`config.mk`:
```
export PLATFORM = sky130hd
export DESIGN_NAME = fifo_ctrl_status_flat
export DESIGN_NICKNAME = d
export VERILOG_FILES = /design/src/rtl/fifo_ctrl_status_if.sv /design/src/rtl/fifo_ctrl_status.sv /design/src/flat_wrapper.sv
export SDC_FILE = /design/constraint.sdc
export NUM_CORES = 1
export LEC_CHECK = 0
export ABC_AREA = 1
export CAP_MARGIN = 0
export CORE_MARGIN = 5
export CORE_UTILIZATION = 30
export CTS_BUF_LIST = sky130_fd_sc_hd__clkbuf_8
export CTS_CLUSTER_SIZE = 16
export DETAILED_ROUTE_END_ITERATION = 10
export SLEW_MARGIN = 20
export SYNTH_ARGS = -nofsm -noshare
export SYNTH_HDL_FRONTEND = slang
export SYNTH_SLANG_ARGS = --single-unit
```
`constraint.sdc`:
```
create_clock -name clk_i -period 3.81 [get_ports clk_i]
set_input_delay 0.381 -clock clk_i [delete_from_list [all_inputs] [get_ports clk_i]]
set_output_delay 0.381 -clock clk_i [all_outputs]
set_load 0.02 [all_outputs]
```
`src/rtl/fifo_ctrl_status_if.sv`:
```
// Handshake and status bundle between a FIFO producer/consumer and fifo_ctrl_status.
// The master side drives requests; the slave side (the controller) returns enables, pointers and status.
interface fifo_ctrl_status_if #(
    parameter int AddrBits = 4
);
    logic                clr_i;
    logic                wr_i;
    logic                rd_i;
    logic                wr_en_o;
    logic                rd_en_o;
    logic [AddrBits-1:0] w_addr_o;
    logic [AddrBits-1:0] r_addr_o;
    logic [AddrBits:0]   count_o;
    logic                full_o;
    logic                empty_o;
    logic                almost_full_o;
    logic                almost_empty_o;
    logic                overflow_o;
    logic                underflow_o;

    modport master (
        output clr_i, wr_i, rd_i,
        input  wr_en_o, rd_en_o, w_addr_o, r_addr_o, count_o,
        input  full_o, empty_o, almost_full_o, almost_empty_o,
        input  overflow_o, underflow_o
    );

    modport slave (
        input  clr_i, wr_i, rd_i,
        output wr_en_o, rd_en_o, w_addr_o, r_addr_o, count_o,
        output full_o, empty_o, almost_full_o, almost_empty_o,
        output overflow_o, underflow_o
    );
endinterface

```
`src/rtl/fifo_ctrl_status.sv`:
```
// Pointer, occupancy and status controller for a 2**AddrBits-entry register-file FIFO.
// Define FIFO_CTRL_ERR_FLAGS_EN to build the sticky overflow/underflow flags; otherwise they read 0.
module fifo_ctrl_status #(
    parameter int AddrBits       = 4,
    parameter int AlmostFullThr  = 2**AddrBits - 1,
    parameter int AlmostEmptyThr = 1
) (
    input  logic               clk_i,
    input  logic               rst_ni,
    fifo_ctrl_status_if.slave  bus
);
    localparam int CntW  = AddrBits + 1;
    localparam int Depth = 2**AddrBits;

    localparam logic [CntW-1:0] DepthC = CntW'(Depth);
    localparam logic [CntW-1:0] AfThr  = CntW'(AlmostFullThr);
    localparam logic [CntW-1:0] AeThr  = CntW'(AlmostEmptyThr);

    logic [AddrBits-1:0] w_addr_q;
    logic [AddrBits-1:0] r_addr_q;
    logic [CntW-1:0]     count_q;
    logic [CntW-1:0]     count_d;
    logic                full_q;
    logic                empty_q;
    logic                almost_full_q;
    logic                almost_empty_q;
    logic                wr_en;
    logic                rd_en;

    // A write into a full FIFO is still accepted when a read frees the slot at the same edge.
    assign wr_en = bus.wr_i & ~bus.clr_i & (~full_q | bus.rd_i);
    assign rd_en = bus.rd_i & ~bus.clr_i & ~empty_q;

    assign count_d = count_q + CntW'(wr_en) - CntW'(rd_en);

    always_ff @(posedge clk_i) begin
        if (!rst_ni || bus.clr_i) begin
            w_addr_q       <= '0;
            r_addr_q       <= '0;
            count_q        <= '0;
            full_q         <= 1'b0;
            empty_q        <= 1'b1;
            almost_full_q  <= 1'b0;
            almost_empty_q <= 1'b1;
        end else begin
            if (wr_en) w_addr_q <= w_addr_q + AddrBits'(1);
            if (rd_en) r_addr_q <= r_addr_q + AddrBits'(1);
            count_q        <= count_d;
            full_q         <= (count_d == DepthC);
            empty_q        <= (count_d == '0);
            almost_full_q  <= (count_d >= AfThr);
            almost_empty_q <= (count_d <= AeThr);
        end
    end

`ifdef FIFO_CTRL_ERR_FLAGS_EN
    logic overflow_q;
    logic underflow_q;

    // Rejected requests latch an error until reset or flush; requests during a flush are ignored.
    always_ff @(posedge clk_i) begin
        if (!rst_ni || bus.clr_i) begin
            overflow_q  <= 1'b0;
            underflow_q <= 1'b0;
        end else begin
            if (bus.wr_i && !wr_en) overflow_q  <= 1'b1;
            if (bus.rd_i && !rd_en) underflow_q <= 1'b1;
        end
    end

    assign bus.overflow_o  = overflow_q;
    assign bus.underflow_o = underflow_q;
`else
    assign bus.overflow_o  = 1'b0;
    assign bus.underflow_o = 1'b0;
`endif

    assign bus.wr_en_o        = wr_en;
    assign bus.rd_en_o        = rd_en;
    assign bus.w_addr_o       = w_addr_q;
    assign bus.r_addr_o       = r_addr_q;
    assign bus.count_o        = count_q;
    assign bus.full_o         = full_q;
    assign bus.empty_o        = empty_q;
    assign bus.almost_full_o  = almost_full_q;
    assign bus.almost_empty_o = almost_empty_q;
endmodule

```
`src/flat_wrapper.sv`:
```
// flat-port wrapper written by rule: the top's interface ports become plain ports
module fifo_ctrl_status_flat 
#(
    parameter int AddrBits       = 4,
    parameter int AlmostFullThr  = 2**AddrBits - 1,
    parameter int AlmostEmptyThr = 1
)
  (clk_i, rst_ni, bus_clr_i, bus_wr_i, bus_rd_i, bus_wr_en_o, bus_rd_en_o, bus_w_addr_o, bus_r_addr_o, bus_count_o, bus_full_o, bus_empty_o, bus_almost_full_o, bus_almost_empty_o, bus_overflow_o, bus_underflow_o);
  fifo_ctrl_status_if #(.AddrBits(AddrBits)) bus_i ();
  input  logic clk_i;
  input  logic rst_ni;
  input wire logic [$bits(bus_i.clr_i)-1:0] bus_clr_i;
  input wire logic [$bits(bus_i.wr_i)-1:0] bus_wr_i;
  input wire logic [$bits(bus_i.rd_i)-1:0] bus_rd_i;
  output wire logic [$bits(bus_i.wr_en_o)-1:0] bus_wr_en_o;
  output wire logic [$bits(bus_i.rd_en_o)-1:0] bus_rd_en_o;
  output wire logic [$bits(bus_i.w_addr_o)-1:0] bus_w_addr_o;
  output wire logic [$bits(bus_i.r_addr_o)-1:0] bus_r_addr_o;
  output wire logic [$bits(bus_i.count_o)-1:0] bus_count_o;
  output wire logic [$bits(bus_i.full_o)-1:0] bus_full_o;
  output wire logic [$bits(bus_i.empty_o)-1:0] bus_empty_o;
  output wire logic [$bits(bus_i.almost_full_o)-1:0] bus_almost_full_o;
  output wire logic [$bits(bus_i.almost_empty_o)-1:0] bus_almost_empty_o;
  output wire logic [$bits(bus_i.overflow_o)-1:0] bus_overflow_o;
  output wire logic [$bits(bus_i.underflow_o)-1:0] bus_underflow_o;
  assign bus_i.clr_i = bus_clr_i;
  assign bus_i.wr_i = bus_wr_i;
  assign bus_i.rd_i = bus_rd_i;
  assign bus_wr_en_o = bus_i.wr_en_o;
  assign bus_rd_en_o = bus_i.rd_en_o;
  assign bus_w_addr_o = bus_i.w_addr_o;
  assign bus_r_addr_o = bus_i.r_addr_o;
  assign bus_count_o = bus_i.count_o;
  assign bus_full_o = bus_i.full_o;
  assign bus_empty_o = bus_i.empty_o;
  assign bus_almost_full_o = bus_i.almost_full_o;
  assign bus_almost_empty_o = bus_i.almost_empty_o;
  assign bus_overflow_o = bus_i.overflow_o;
  assign bus_underflow_o = bus_i.underflow_o;
  fifo_ctrl_status #(.AddrBits(AddrBits), .AlmostFullThr(AlmostFullThr), .AlmostEmptyThr(AlmostEmptyThr)) u_core (.clk_i(clk_i), .rst_ni(rst_ni), .bus(bus_i));
endmodule
```
After elaboration in Yosys (flattened, before gate mapping)

Cells that the tools add are included.

$add $sub $neg: 4
Multipliers: 0
Div/mod/pow operators: 0
Magnitude comparators: 2
Equality and inequality tests: 1
Shift-type cells: 0
Mux-type cells: 0
Bitwise gates (word level): 8
Reduce and logical (&&, ||, !) cells: 3

Operators by type and width:

| kind                | number |
|---|---|
| $add 4x1->4 const B | 2 |
| $add 5x1->5         | 1 |
| $eq 5x5->1 const B  | 1 |
| $ge 5x4->1 const B  | 1 |
| $le 5x1->1 const B  | 1 |
| $logic_not 5->1     | 1 |
| $sub 5x1->5         | 1 |
| $and 1x1->1         | 4 |
| $not 1->1           | 3 |
| $logic_not 1->1     | 1 |
| $logic_or 1x1->1    | 1 |
| $or 1x1->1          | 1 |

Register bits after elaboration: 17
Latch bits: 0
Bits in writable memories: 0
ROM bits: 0
Input bits: 5
Word-level logic and storage cells: 25
Memories kept: 0

Depth between registers and ports, before layout

Depth in word-level cells: 6
Mapped depth: 13

Worst setup path after synthesis

No wires, ideal clock.

Kind: flip-flop to flip-flop
From: register u_core.empty_q (netlist: u_core.bus.empty_o)
To: register u_core.empty_q (netlist: u_core.bus.empty_o)
Setup time: 0.058 ns
Data arrival time: 2.142 ns
Required time: 3.752 ns
Path slack: 1.609 ns
Cell stages (with the launch flop): 12
Buffers on the path: 0
Clock period less this slack: 2.201 ns
Cell sequence: dfxtp_1 -> inv_1 -> nand2_1 -> nor2_2 -> ha_1 -> inv_1 -> ha_1 -> fa_1 -> xnor2_2 -> and2_4 -> nand4_1 -> nand2_1

Cells in the longest elaborated chain, start to end: 4

RTL lines:

| item                     | line                   | text |
|---|---|---|
| start: declaration       | fifo_ctrl_status.sv:24 | `logic empty_q;` |
| start signal: assignment | fifo_ctrl_status.sv:50 | `empty_q <= (count_d == '0);` |
| $not 1->1                | fifo_ctrl_status.sv:32 | `assign rd_en = bus.rd_i & ~bus.clr_i & ~empty_q;` |
| $and 1x1->1              | fifo_ctrl_status.sv:32 |  |
| net bus_rd_en_o          | flat_wrapper.sv:16     | `output wire logic [$bits(bus_i.rd_en_o)-1:0] bus_rd_en_o;` |
| $sub 5x1->5              | fifo_ctrl_status.sv:34 | `assign count_d = count_q + CntW'(wr_en) - CntW'(rd_en);` |
| $logic_not 5->1          | fifo_ctrl_status.sv:50 |  |

The timed path passes the listed nets, and every way through them passes these cells.
A chain may end at the register's enable or synchronous reset.

Worst setup path in the final report

From: input port bus_rd_i
To: register u_core.empty_q (netlist: u_core.bus.empty_o)

Cells in the longest elaborated chain, start to end: 5

RTL lines:

| item                | line                   | text |
|---|---|---|
| start: declaration  | flat_wrapper.sv:14     | `input wire logic [$bits(bus_i.rd_i)-1:0] bus_rd_i;` |
| $or 1x1->1          | fifo_ctrl_status.sv:31 | `assign wr_en = bus.wr_i & ~bus.clr_i & (~full_q \| bus.rd_i);` |
| $and 1x1->1         | fifo_ctrl_status.sv:31 |  |
| $add 5x1->5         | fifo_ctrl_status.sv:34 |  |
| $sub 5x1->5 (*)     | fifo_ctrl_status.sv:34 |  |
| $logic_not 5->1 (*) | fifo_ctrl_status.sv:50 |  |

Every way passes the cells marked *; elsewhere a longest branch is shown, timed or not.

==> impl_metrics.env <==
export IMPL_crit_path_start_kind="input port"
export IMPL_crit_type="input port to flop"
export IMPL_worst_slack_ns=1.32
export IMPL_die_h_um=64.1
export IMPL_timing_rr_end="u_core.bus.empty_o"
export IMPL_hold_path_startpoint="u_core.bus.r_addr_o[3]"
export IMPL_numClockSinks=17
export IMPL_grt_pass1_vias=801
export IMPL_clock_latency_ns=0.25
export IMPL_worst_r2r_path_depth=10
export IMPL_post_drt_wl_per_cell_um=10.9
export IMPL_io_buffer_count=23
export IMPL_period_needed_ns=2.49
export IMPL_cts_clk_slew_worst_paths_ns=0.06
export IMPL_globalplace_congestion=0.803
export IMPL_ys_types=22
export IMPL_drc=0
export IMPL_diodes=0
export IMPL_grt_pass1_wl_um=3280
export IMPL_final_core_util_pct=42.5
export IMPL_critPathCaptureType="flop"
export IMPL_cts_setup_buffers=0
export IMPL_multi_input_area_um2=444
export IMPL_htree_levels=1
export IMPL_track_usage_pct=9.57
export IMPL_dp_final_hpwl_um=1470
export IMPL_finalNetCount=155
export IMPL_status="complete, no violations"
export IMPL_cts_buffers=3
export IMPL_vias=777
export IMPL_fin_skew_ns=0.00280
export IMPL_cellPowerDensity_nw_per_um2=351
export IMPL_crit_path_max_fanout=8
export IMPL_seq_area_um2=340
export IMPL_cp_required_ns=4.00
export IMPL_ctsResizeCount=0
export IMPL_netlist_instances=115
export IMPL_min_to="u_core.bus.r_addr_o[3]"
export IMPL_timing_hold_ws_ns=0.451
export IMPL_ys_ff_latch=17
export IMPL_die_w_um=64.1
export IMPL_synth_seq_area_share_pct=38.7
export IMPL_drtIter0Drc=17
export IMPL_initial_core_util_pct=31.6
export IMPL_hold_buffers=0
export IMPL_syn2layout_area_growth_pct=34.5
export IMPL_drive_above_1_share_pct=10.6
export IMPL_first_pass_iters=4
export IMPL_hp_class="flop to flop"
export IMPL_cts_root_buffer="clkbuf_8"
export IMPL_maxClockFrequency_mhz=402
export IMPL_cap_violations=0
export IMPL_num_rows=19
export IMPL_hold_viol_final=0
export IMPL_vias_per_cell=4.52
export IMPL_p_leak_nw=0.524
export IMPL_syn_area_per_cell_um2=7.64
export IMPL_die_area_um2=4110
export IMPL_core_um2=2780
export IMPL_max_clock_path_buffers=2
export IMPL_antenna_found_initial=0
export IMPL_ys_warn_count=0
export IMPL_hold_depth=1
export IMPL_routed_wl_um=1870
export IMPL_rsz0062_at_grt="no"
export IMPL_ant_nets=0
export IMPL_setup_violations=0
export IMPL_timing_rr_start="u_core.bus.full_o"
export IMPL_cp_arrival_ns=2.68
export IMPL_slew_violations=0
export IMPL_ioPinCount=26
export IMPL_grt_max_degree=10
export IMPL_grt_overflow_total=0
export IMPL_dpl_worst_slack_ns=1.10
export IMPL_n_fill_cell=283
export IMPL_synth_area_um2=878
export IMPL_peakVddDrop_mv=0.183
export IMPL_rrSetupSlack_ns=1.64
export IMPL_cts_tree="yes"
export IMPL_min_period_over_period_pct=65.2
export IMPL_finalSetupTns_ns=0
==> state kept, by name, indices dropped and copies added (netlist names) <==
register / count
u_core.bus.full_o: 1
u_core.bus.r_addr_o: 4
u_core.bus.empty_o: 1
u_core.bus.count_o: 5
u_core.bus.almost_full_o: 1
u_core.bus.w_addr_o: 4
u_core.bus.almost_empty_o: 1
==> placed cells by master, fill, tap and decap left out <==
cell type / netlist / layout
o21ai_1: 2 / 2
clkdlybuf4s50_1: 0 / 23
fa_1: 1 / 1
inv_2: 3 / 3
xnor2_2: 1 / 1
inv_1: 19 / 20
conb_1: 1 / 2
and3_1: 1 / 1
or2_1: 1 / 1
ha_1: 7 / 7
nand3_1: 7 / 7
and2_4: 1 / 1
o21ai_0: 4 / 4
nand3_2: 3 / 3
nor2_2: 2 / 2
a21oi_1: 8 / 8
nor3_1: 2 / 2
nand4_1: 2 / 2
nor2_1: 11 / 11
nand2_2: 2 / 2
clkbuf_8: 0 / 3
nand2_1: 18 / 18
dfxtp_1: 17 / 17
==> per-stage QoR <==
step	power (W)	std cells	instance area, um2
global route	0.000440	172	1180
CTS	0.000418	172	1180
finish	0.000414	172	1180
detailed placement	0.000287	168	1140
floorplan	0.000256	116	882
global placement	0.000286	168	1140
==> cell usage after synthesis <==
master / instances / share of area, %
fa_1: 1 / 2.3
xnor2_2: 1 / 1.9
nand3_1: 7 / 4.0
o21ai_1: 2 / 1.1
nor2_1: 11 / 4.7
nor3_1: 2 / 1.1
inv_1: 19 / 8.1
nor2_2: 2 / 1.4
o21ai_0: 4 / 2.3
nand2_1: 18 / 7.7
a21oi_1: 8 / 4.6
dfxtp_1: 17 / 39
ha_1: 7 / 10
nand3_2: 3 / 3.4
buf_4: 2 / 1.7
nand2_2: 2 / 1.4
nand4_1: 2 / 1.4
inv_2: 3 / 1.3
conb_1: 1 / 0.43
and2_4: 1 / 1.0
or2_1: 1 / 0.71
and3_1: 1 / 0.71
==> worst max-delay path by stage <==
stage,start,to,slack [ns],cells after the start
floorplan,u_core.bus.empty_o,u_core.bus.empty_o,1.61,11
detailed placement,bus_rd_i,u_core.bus.empty_o,1.10,12
finish,bus_rd_i,u_core.bus.empty_o,1.32,12
global route,bus_rd_i,u_core.bus.empty_o,1.16,12
CTS,bus_rd_i,u_core.bus.empty_o,1.33,12
global placement,bus_rd_i,u_core.bus.empty_o,1.09,12
==> critical path: stages <==
cell             delay [ns]
clkdlybuf4s50_1        0.47
inv_1                  0.04
nand2_1                0.07
nand3_2                0.14
ha_1                   0.32
inv_1                  0.04
ha_1                   0.21
fa_1                   0.43
xnor2_2                0.23
and2_4                 0.19
nand4_1                0.10
nand2_1                0.06
==> cell type report <==
class | instances | area share (%)
well taps | 31 | 3.28
multi-input cells | 75 | 37.6
flip-flops and latches | 17 | 28.8
inverters | 22 | 6.99
clock inverters | 1 | 0.318
repair buffers | 23 | 19.5
clock buffers | 3 | 3.50
==> cell families after synthesis <==
group,share of synthesized area [%]
XOR/XNOR,1.85
buffers and inverters,11.1
other,0.427
adder cells (fa/ha/maj),12.3
AND/OR/NAND/NOR,27.6
AO/OA/AOI/OAI,7.98
flip-flops,38.7
==> metal layers <==
metal	GRT usage (%)	part of all wire (%)	vias to the layer above
met5	0	0	-
met4	3.05	0.43	0
met3	3.33	5.1	2
met2	16.2	47	13
met1	11.3	48	347
li1	-	-	415
==> where the power goes <==
group	internal (W)	total (W)	switching, W	leakage (nW)
clock	0.0000713	0.000131	0.0000595	0.0269
sequential	0.000186	0.000191	0.00000474	0.138
combinational	0.0000400	0.0000927	0.0000527	0.360
No activity file was read; power rests on OpenSTA's default activity.
